==> config.mk <==
export PLATFORM = sky130hd
export DESIGN_NAME = mem_port_initiator_flat
export DESIGN_NICKNAME = d
export VERILOG_FILES = /design/src/rtl/mem_port_pkg.sv /design/src/rtl/mem_port_initiator_if.sv /design/src/rtl/mpi_rd_fifo.sv /design/src/rtl/mem_port_initiator.sv /design/src/flat_wrapper.sv
export SDC_FILE = /design/constraint.sdc
export NUM_CORES = 1
export LEC_CHECK = 0
export CAP_MARGIN = 20
export CORE_MARGIN = 3
export CORE_UTILIZATION = 35
export CTS_BUF_LIST = sky130_fd_sc_hd__clkbuf_4
export DETAILED_ROUTE_END_ITERATION = 8
export PLACE_DENSITY = 0.55
export SLEW_MARGIN = 20
export SYNTH_ARGS = -nofsm -noshare
export SYNTH_HDL_FRONTEND = slang
export SYNTH_SLANG_ARGS = --single-unit
==> constraint.sdc <==
create_clock -name i_clk -period 2.5 [get_ports i_clk]
set_input_delay 0.25 -clock i_clk [delete_from_list [all_inputs] [get_ports i_clk]]
set_output_delay 0.25 -clock i_clk [all_outputs]
set_load 0.005 [all_outputs]
==> src/rtl/mem_port_pkg.sv <==
// Shared types and constants for the memory-port initiator.
// Also holds the bank-width helper used by the interface and the top module.
package mem_port_pkg;

  typedef enum logic [1:0] {IDLE, WRITE, READ, DRAIN} mpi_state_t;

  // Memory read latency in cycles, counted from o_en on the port to i_dout valid.
  localparam int RD_LAT = 1;

  function automatic int bank_w(input int num_bank);
    return (num_bank > 1) ? $clog2(num_bank) : 1;
  endfunction

endpackage

==> src/rtl/mem_port_initiator_if.sv <==
// Command, write-data, read-data and memory-port signals of one initiator.
// master = the initiator itself, slave = the environment (requester + memory).
interface mem_port_initiator_if
  import mem_port_pkg::*;
#(
  parameter int WIDTH      = 8,
  parameter int ADDR_TOTAL = 10,
  parameter int NUM_BANK   = 4,
  parameter int MAX_BURST  = 16
);
  localparam int BANK_W = bank_w(NUM_BANK);
  localparam int LOC_W  = ADDR_TOTAL - BANK_W;
  localparam int LEN_W  = $clog2(MAX_BURST);

  // Handshake rule for cmd, wdata and rdata: a transfer happens on a rising
  // edge where valid and ready are both high; valid must not depend on ready.
  logic                  i_cmd_valid;
  logic                  o_cmd_ready;
  logic                  i_cmd_we;
  logic [ADDR_TOTAL-1:0] i_cmd_addr;
  logic [LEN_W-1:0]      i_cmd_len;
  logic                  i_wdata_valid;
  logic                  o_wdata_ready;
  logic [WIDTH-1:0]      i_wdata;
  logic                  o_rdata_valid;
  logic                  i_rdata_ready;
  logic [WIDTH-1:0]      o_rdata;
  logic                  o_busy;
  logic                  o_done;
  logic                  o_en;
  logic                  o_we;
  logic [WIDTH-1:0]      o_din;
  logic [LOC_W-1:0]      o_addr;
  logic [BANK_W-1:0]     o_bank_sel;
  logic [WIDTH-1:0]      i_dout;

  modport master (
    input  i_cmd_valid, i_cmd_we, i_cmd_addr, i_cmd_len,
    input  i_wdata_valid, i_wdata, i_rdata_ready, i_dout,
    output o_cmd_ready, o_wdata_ready, o_rdata_valid, o_rdata,
    output o_busy, o_done, o_en, o_we, o_din, o_addr, o_bank_sel
  );

  modport slave (
    output i_cmd_valid, i_cmd_we, i_cmd_addr, i_cmd_len,
    output i_wdata_valid, i_wdata, i_rdata_ready, i_dout,
    input  o_cmd_ready, o_wdata_ready, o_rdata_valid, o_rdata,
    input  o_busy, o_done, o_en, o_we, o_din, o_addr, o_bank_sel
  );

endinterface

==> src/rtl/mpi_rd_fifo.sv <==
// Read-return queue: power-of-2 depth FIFO with occupancy count.
// Synchronous active-low reset flushes pointers and count; storage is not reset.
module mpi_rd_fifo #(
  parameter int WIDTH     = 8,
  parameter int RDQ_DEPTH = 4
) (
  input  logic                       clk,
  input  logic                       rst_n,
  input  logic                       push,
  input  logic [WIDTH-1:0]           push_data,
  input  logic                       pop,
  output logic [WIDTH-1:0]           pop_data,
  output logic [$clog2(RDQ_DEPTH):0] count,
  output logic                       empty
);
  localparam int PTR_W = $clog2(RDQ_DEPTH);
  localparam int CNT_W = PTR_W + 1;

  logic [WIDTH-1:0] mem [RDQ_DEPTH];
  logic [PTR_W-1:0] wr_ptr;
  logic [PTR_W-1:0] rd_ptr;
  logic             do_push;
  logic             do_pop;

  assign empty    = (count == '0);
  assign do_pop   = pop && !empty;
  // A push into a full queue is refused unless a pop frees a slot in the same cycle.
  assign do_push  = push && ((count != CNT_W'(RDQ_DEPTH)) || do_pop);
  assign pop_data = empty ? '0 : mem[rd_ptr];

  always_ff @(posedge clk) begin
    if (do_push) mem[wr_ptr] <= push_data;
  end

  always_ff @(posedge clk) begin
    if (!rst_n) begin
      wr_ptr <= '0;
      rd_ptr <= '0;
      count  <= '0;
    end else begin
      if (do_push) wr_ptr <= wr_ptr + PTR_W'(1);
      if (do_pop)  rd_ptr <= rd_ptr + PTR_W'(1);
      count <= count + CNT_W'(do_push) - CNT_W'(do_pop);
    end
  end

endmodule

==> src/rtl/mem_port_initiator.sv <==
// Burst requester for one memory port: commands in, write beats streamed out, reads returned
// through a credit-managed queue. Optional beat counters are built when MPI_STATS_EN is defined.
module mem_port_initiator
  import mem_port_pkg::*;
#(
  parameter int WIDTH      = 8,
  parameter int ADDR_TOTAL = 10,
  parameter int NUM_BANK   = 4,
  parameter int MAX_BURST  = 16,
  parameter int RDQ_DEPTH  = 4
) (
  input  logic                    i_clk,
  input  logic                    i_rst_n,
  mem_port_initiator_if.master    bus,
  output mpi_state_t              o_dbg_state
`ifdef MPI_STATS_EN
  ,
  output logic [31:0]             o_wr_count,
  output logic [31:0]             o_rd_count
`endif
);
  localparam int BANK_W = bank_w(NUM_BANK);
  localparam int LOC_W  = ADDR_TOTAL - BANK_W;
  localparam int LEN_W  = $clog2(MAX_BURST);
  localparam int CNT_W  = $clog2(RDQ_DEPTH) + 1;

  mpi_state_t            state;
  logic [ADDR_TOTAL-1:0] ptr;
  logic [LEN_W-1:0]      beats;
  logic [1:0]            inflight;
  logic [1:0]            inflight_nxt;
  logic [RD_LAT-1:0]     rd_pipe;

  logic                  cmd_ready;
  logic                  wdata_ready;
  logic                  busy;
  logic                  done;
  logic                  en;
  logic                  we;
  logic [WIDTH-1:0]      din;
  logic [LOC_W-1:0]      addr;
  logic [BANK_W-1:0]     bank_sel;

  logic                  q_push;
  logic                  q_pop;
  logic                  q_empty;
  logic [WIDTH-1:0]      q_data;
  logic [CNT_W-1:0]      q_count;

  logic                  cmd_fire;
  logic                  wr_fire;
  logic                  rd_fire;

  assign cmd_fire = cmd_ready && bus.i_cmd_valid;
  assign wr_fire  = (state == WRITE) && wdata_ready && bus.i_wdata_valid;
  // Credit: a read may be issued only if every outstanding read still has a queue slot.
  assign rd_fire  = (state == READ) && ((int'(inflight) + int'(q_count)) < RDQ_DEPTH);

  // rd_pipe tracks reads on the port; its last stage marks the cycle i_dout holds their data.
  assign q_push       = rd_pipe[RD_LAT-1];
  assign q_pop        = !q_empty && bus.i_rdata_ready;
  assign inflight_nxt = inflight + {1'b0, rd_fire} - {1'b0, q_push};

  mpi_rd_fifo #(
    .WIDTH     (WIDTH),
    .RDQ_DEPTH (RDQ_DEPTH)
  ) u_rd_fifo (
    .clk       (i_clk),
    .rst_n     (i_rst_n),
    .push      (q_push),
    .push_data (bus.i_dout),
    .pop       (q_pop),
    .pop_data  (q_data),
    .count     (q_count),
    .empty     (q_empty)
  );

  always_ff @(posedge i_clk) begin
    if (!i_rst_n) begin
      state       <= IDLE;
      ptr         <= '0;
      beats       <= '0;
      inflight    <= '0;
      rd_pipe     <= '0;
      cmd_ready   <= 1'b0;
      wdata_ready <= 1'b0;
      busy        <= 1'b0;
      done        <= 1'b0;
      en          <= 1'b0;
      we          <= 1'b0;
      din         <= '0;
      addr        <= '0;
      bank_sel    <= '0;
    end else begin
      en       <= 1'b0;
      we       <= 1'b0;
      done     <= 1'b0;
      inflight <= inflight_nxt;
      rd_pipe  <= (rd_pipe << 1) | RD_LAT'(en & ~we);
      case (state)
        IDLE: begin
          cmd_ready <= 1'b1;
          if (cmd_fire) begin
            ptr       <= bus.i_cmd_addr;
            beats     <= bus.i_cmd_len;
            cmd_ready <= 1'b0;
            busy      <= 1'b1;
            if (bus.i_cmd_we) begin
              state       <= WRITE;
              wdata_ready <= 1'b1;
            end else begin
              state <= READ;
            end
          end
        end
        WRITE: begin
          if (wr_fire) begin
            en       <= 1'b1;
            we       <= 1'b1;
            din      <= bus.i_wdata;
            addr     <= ptr[LOC_W-1:0];
            bank_sel <= ptr[ADDR_TOTAL-1 -: BANK_W];
            ptr      <= ptr + ADDR_TOTAL'(1);
            if (beats == '0) begin
              done        <= 1'b1;
              state       <= IDLE;
              wdata_ready <= 1'b0;
              busy        <= 1'b0;
              cmd_ready   <= 1'b1;
            end else begin
              beats <= beats - LEN_W'(1);
            end
          end
        end
        READ: begin
          if (rd_fire) begin
            en       <= 1'b1;
            addr     <= ptr[LOC_W-1:0];
            bank_sel <= ptr[ADDR_TOTAL-1 -: BANK_W];
            ptr      <= ptr + ADDR_TOTAL'(1);
            if (beats == '0) state <= DRAIN;
            else             beats <= beats - LEN_W'(1);
          end
        end
        DRAIN: begin
          // Completion is reported once the last read's data has landed in the queue.
          if (inflight_nxt == '0) begin
            done      <= 1'b1;
            state     <= IDLE;
            busy      <= 1'b0;
            cmd_ready <= 1'b1;
          end
        end
        default: state <= IDLE;
      endcase
    end
  end

`ifdef MPI_STATS_EN
  always_ff @(posedge i_clk) begin
    if (!i_rst_n) begin
      o_wr_count <= '0;
      o_rd_count <= '0;
    end else begin
      if (wr_fire && (o_wr_count != '1)) o_wr_count <= o_wr_count + 32'd1;
      if (rd_fire && (o_rd_count != '1)) o_rd_count <= o_rd_count + 32'd1;
    end
  end
`endif

  assign bus.o_cmd_ready   = cmd_ready;
  assign bus.o_wdata_ready = wdata_ready;
  assign bus.o_rdata_valid = !q_empty;
  assign bus.o_rdata       = q_data;
  assign bus.o_busy        = busy;
  assign bus.o_done        = done;
  assign bus.o_en          = en;
  assign bus.o_we          = we;
  assign bus.o_din         = din;
  assign bus.o_addr        = addr;
  assign bus.o_bank_sel    = bank_sel;
  assign o_dbg_state       = state;

endmodule

==> src/flat_wrapper.sv <==
// flat-port wrapper written by rule: the top's interface ports become plain ports
module mem_port_initiator_flat import mem_port_pkg::*;
#(
  parameter int WIDTH      = 8,
  parameter int ADDR_TOTAL = 10,
  parameter int NUM_BANK   = 4,
  parameter int MAX_BURST  = 16,
  parameter int RDQ_DEPTH  = 4
)
  (i_clk, i_rst_n, o_dbg_state, bus_i_cmd_valid, bus_i_cmd_we, bus_i_cmd_addr, bus_i_cmd_len, bus_i_wdata_valid, bus_i_wdata, bus_i_rdata_ready, bus_i_dout, bus_o_cmd_ready, bus_o_wdata_ready, bus_o_rdata_valid, bus_o_rdata, bus_o_busy, bus_o_done, bus_o_en, bus_o_we, bus_o_din, bus_o_addr, bus_o_bank_sel);
  mem_port_initiator_if #(.WIDTH(WIDTH), .ADDR_TOTAL(ADDR_TOTAL), .NUM_BANK(NUM_BANK), .MAX_BURST(MAX_BURST)) bus_i ();
  input  logic i_clk;
  input  logic i_rst_n;
  output mpi_state_t o_dbg_state;
  input wire logic [$bits(bus_i.i_cmd_valid)-1:0] bus_i_cmd_valid;
  input wire logic [$bits(bus_i.i_cmd_we)-1:0] bus_i_cmd_we;
  input wire logic [$bits(bus_i.i_cmd_addr)-1:0] bus_i_cmd_addr;
  input wire logic [$bits(bus_i.i_cmd_len)-1:0] bus_i_cmd_len;
  input wire logic [$bits(bus_i.i_wdata_valid)-1:0] bus_i_wdata_valid;
  input wire logic [$bits(bus_i.i_wdata)-1:0] bus_i_wdata;
  input wire logic [$bits(bus_i.i_rdata_ready)-1:0] bus_i_rdata_ready;
  input wire logic [$bits(bus_i.i_dout)-1:0] bus_i_dout;
  output wire logic [$bits(bus_i.o_cmd_ready)-1:0] bus_o_cmd_ready;
  output wire logic [$bits(bus_i.o_wdata_ready)-1:0] bus_o_wdata_ready;
  output wire logic [$bits(bus_i.o_rdata_valid)-1:0] bus_o_rdata_valid;
  output wire logic [$bits(bus_i.o_rdata)-1:0] bus_o_rdata;
  output wire logic [$bits(bus_i.o_busy)-1:0] bus_o_busy;
  output wire logic [$bits(bus_i.o_done)-1:0] bus_o_done;
  output wire logic [$bits(bus_i.o_en)-1:0] bus_o_en;
  output wire logic [$bits(bus_i.o_we)-1:0] bus_o_we;
  output wire logic [$bits(bus_i.o_din)-1:0] bus_o_din;
  output wire logic [$bits(bus_i.o_addr)-1:0] bus_o_addr;
  output wire logic [$bits(bus_i.o_bank_sel)-1:0] bus_o_bank_sel;
  assign bus_i.i_cmd_valid = bus_i_cmd_valid;
  assign bus_i.i_cmd_we = bus_i_cmd_we;
  assign bus_i.i_cmd_addr = bus_i_cmd_addr;
  assign bus_i.i_cmd_len = bus_i_cmd_len;
  assign bus_i.i_wdata_valid = bus_i_wdata_valid;
  assign bus_i.i_wdata = bus_i_wdata;
  assign bus_i.i_rdata_ready = bus_i_rdata_ready;
  assign bus_i.i_dout = bus_i_dout;
  assign bus_o_cmd_ready = bus_i.o_cmd_ready;
  assign bus_o_wdata_ready = bus_i.o_wdata_ready;
  assign bus_o_rdata_valid = bus_i.o_rdata_valid;
  assign bus_o_rdata = bus_i.o_rdata;
  assign bus_o_busy = bus_i.o_busy;
  assign bus_o_done = bus_i.o_done;
  assign bus_o_en = bus_i.o_en;
  assign bus_o_we = bus_i.o_we;
  assign bus_o_din = bus_i.o_din;
  assign bus_o_addr = bus_i.o_addr;
  assign bus_o_bank_sel = bus_i.o_bank_sel;
  mem_port_initiator #(.WIDTH(WIDTH), .ADDR_TOTAL(ADDR_TOTAL), .NUM_BANK(NUM_BANK), .MAX_BURST(MAX_BURST), .RDQ_DEPTH(RDQ_DEPTH)) u_core (.i_clk(i_clk), .i_rst_n(i_rst_n), .bus(bus_i), .o_dbg_state(o_dbg_state));
endmodule
==> impl_metrics.ini <==
[logic_synthesis]
synth-main-ff-cell = dfxtp_1
yosys.area_share.simple_pct = 14.0
synth_top_area_share_pct = 26.7
ys_seq_elements = 84
synth.distinct_cells = 57
netlist_instances = 349
library_cell_with_the_largest_summed_area_after_synthesis = dfxtp_1
synth_compound_area_share_pct = 13.8
synthMostInstantiatedCell = dfxtp_1
synth_xor_xnor_area_share_pct = 1.74
synth_adder_area_share_pct = 5.34
synth_top_family_by_area = simple AND/OR/NAND/NOR gates
synth.net_count = 401
synth_area_leaders = dfxtp_1 27%, edfxtp_1 25%, ha_1 4.8%, mux4_2 4.6%, mux2i_1 4.4%
synth_common_cells = 52 x dfxtp_1, 41 x nand2_1, 32 x edfxtp_1, 26 x nor2_1, 19 x inv_1
synth.mux.area_fraction_pct = 9.00
async_reset_ff_share_pct = 0
yosysSeqAreaShare_pct = 51.4
synth.cell_area_mm2 = 0.00389
yosysWarnings = 0
post_synth.cell_area_avg_um2 = 11.2
synth_enable_flop_cells = 32

[grt]
grt_start_max_net_pins = 27
grt_usage_pct = 14.0
grt_first_pass_wirelength_mm = 14.1
grt_antenna_before_repair = 0
first_global_vias = 2844
grt_overflow = 0

[detailed_routing]
first_pass_iters = 4
detailedRoute.firstIterationViolations = 99
routedWlPerCell_um = 15.0
num_vias = 2829
final_antenna_net_count = 0
route.detailed.drc = 0
post_dr_vias_cell = 5.02
finalWirelength_mm = 8.46

[sta]
worst_rel_slew_slack_pct = 58.9
fin_skew_ns = 0.0187
worst_slack_ns = 0.157
fmaxAchievable_ghz = 0.427
worst_hold_slack_ns = 0.349
timing_worst_slew_pin_value_ns = 0.617
hold_viol = 0
report.final.setup_viol = 0
fin_crit_sh_pct = 93.7
rsz0062_at_grt = true
timing_max_transition_violations_final = 0
final_period_minus_worst_setup_slack_ns = 2.34
final.setup.tns_ns = 0

[cts]
clock-sinks = 84
cts_repair_resize_count = 0
clock_tree.buffer_depth = 2
htree_num_levels = 3
hold_buffers = 0
cts.repair_timing.setup_buffer_count = 0
cts_tree = done
clockRootBuffer = clkbuf_4
clock_latency_ns = 0.43
number_of_buffers_added_by_the_clock_tree_synthesis_step = 9
clk_transition_reported_paths_ns = 0.14

[final_layout]
post_route_cells_drive_above_1_share_pct = 13.8
fillers = 1014
antennaDiodeCount = 0
post-route-util_pct = 46.5
layout-area-overhead-vs-synth_pct = 26.0
final_nets = 475

[floorplan]
i_o_pin_cnt = 71
floorplan.rows = 37
die_h_um = 111
initial_utilization_pct = 36.9
die_width_um = 111
placeableCoreArea_mm2 = 0.0106
die-area_mm2 = 0.0124

[run]
maxCapViolations = 0

[setup_path]
reg2regPathDepth = 9
critical_path_class = register to register
end_kind = register
worst-endpoint-arrival_ns = 2.65
critPathRequiredTime_ns = 2.81
timing.rr.end = u_core.u_rd_fifo.count[2]
reg2reg_from = u_core.u_rd_fifo.count[2]
setup.worst_path.start = u_core.u_rd_fifo.count[2]
reg2reg_setup_slack_ns = 0.16
worst_setup_path_end = u_core.u_rd_fifo.count[2]
crit_path_max_fanout = 4
worst_setup_path_start_kind = register

[pwr]
p_per_area_mw_per_mm2 = 1010
total_leakage_power_nw = 1.72
peakVddDrop_uv = 629

[placed_design]
pre_cts_slack_ns = 0.0274
detailed_place_hpwl_mm = 6.10
io_buffers = 70
routabilityCongestion = 0.782

[hold_path]
hp-class = primary input to register

[status]
outcome = complete, no violations
==> per-stage QoR <==
step,instance area [µm²],std cells,power (mW)
5_1_grt,4910,564,5.36
2_1_floorplan,3890,349,3.42
4_1_cts,4910,564,5.04
3_3_place_gp,4740,548,4.09
6_report,4910,564,4.98
3_5_place_dp,4740,548,4.13
==> cell families after synthesis <==
logic type               after synthesis
AND/OR/NAND/NOR                      113
buffers and inverters                 38
adder cells (fa/ha/maj)               16
multiplexers                          25
AO/OA/AOI/OAI                         67
flip-flops                            84
XOR/XNOR                               6
==> critical path, cell delays in order (launching register included) <==
cell and delay (ns):
dfxtp_1 0.37, or3_1 0.39, and2_1 0.19, ha_1 0.28
inv_1 0.04, ha_1 0.18, fa_1 0.38, xnor2_1 0.21
xnor2_1 0.14, nor2_1 0.05
==> report_power, final <==
part / switching, mW / total, mW / internal, mW
Clock: 0.481 / 0.891 / 0.410
Sequential: 0.240 / 1.86 / 1.62
Combinational: 1.11 / 2.22 / 1.11
Total: 1.83 / 4.98 / 3.15
==> metal layers <==
layer  track usage (%)  part of all wire, %  vias to the layer above
met5                 0                    0                        -
met4              6.24                  1.9                        0
met3              3.15                  3.2                       14
met2              22.6                   48                       51
met1              17.9                   47                     1348
li1                  -                    -                     1416
==> state kept, by name (all words and copies together) (netlist names), 2 cells and up, named ones only <==
signal,cells
u_core.inflight,2
u_core.ptr,10
u_core.o_dbg_state,2
u_core.u_rd_fifo.rd_ptr,2
u_core.bus.o_din,8
u_core.u_rd_fifo.wr_ptr,2
u_core.bus.o_bank_sel,2
u_core.beats,4
u_core.u_rd_fifo.count,3
u_core.u_rd_fifo.mem,32
u_core.bus.o_addr,8
==> cells in the final DEF, fill, tap and decap left out, types with 6 or more instances in the layout <==
| master | n |
|---|---|
| clkdlybuf4s50_1 | 70 |
| buf_4 | 12 |
| dfxtp_1 | 52 |
| edfxtp_1 | 32 |
| nand2_1 | 41 |
| nor2_1 | 26 |
| nand3_1 | 8 |
| mux4_2 | 8 |
| inv_1 | 19 |
| a31oi_1 | 9 |
| a31o_2 | 8 |
| a21oi_1 | 12 |
| and2_1 | 17 |
| ha_1 | 15 |
| clkbuf_4 | 9 |
| mux2i_1 | 17 |
| o21ai_0 | 6 |
==> how the worst min path moves through the flow <==
stage,from,end,cells after the start
final,bus_i_wdata[6],u_core.bus.o_din[6],3
after global routing,bus_i_wdata[6],u_core.bus.o_din[6],3
after CTS,bus_i_wdata[5],u_core.bus.o_din[5],3
after detailed placement,u_core.bus.o_we,u_core.q_push,1
after global placement,u_core.bus.o_we,u_core.q_push,1
after floorplan,bus_i_dout[0],u_core.u_rd_fifo.mem[0][0],0
==> final cells by class <==
type	count	area (µm²)	share of cell area (%)
multi-input combinational	227	1710	34.8
sequential	84	2000	40.8
clock buffer	9	67.6	1.38
inverter	19	71.3	1.45
clock inverter	7	97.6	1.99
timing repair buffer	82	791	16.1
tap	136	170	3.47
No activity file was read; power rests on OpenSTA's default activity.
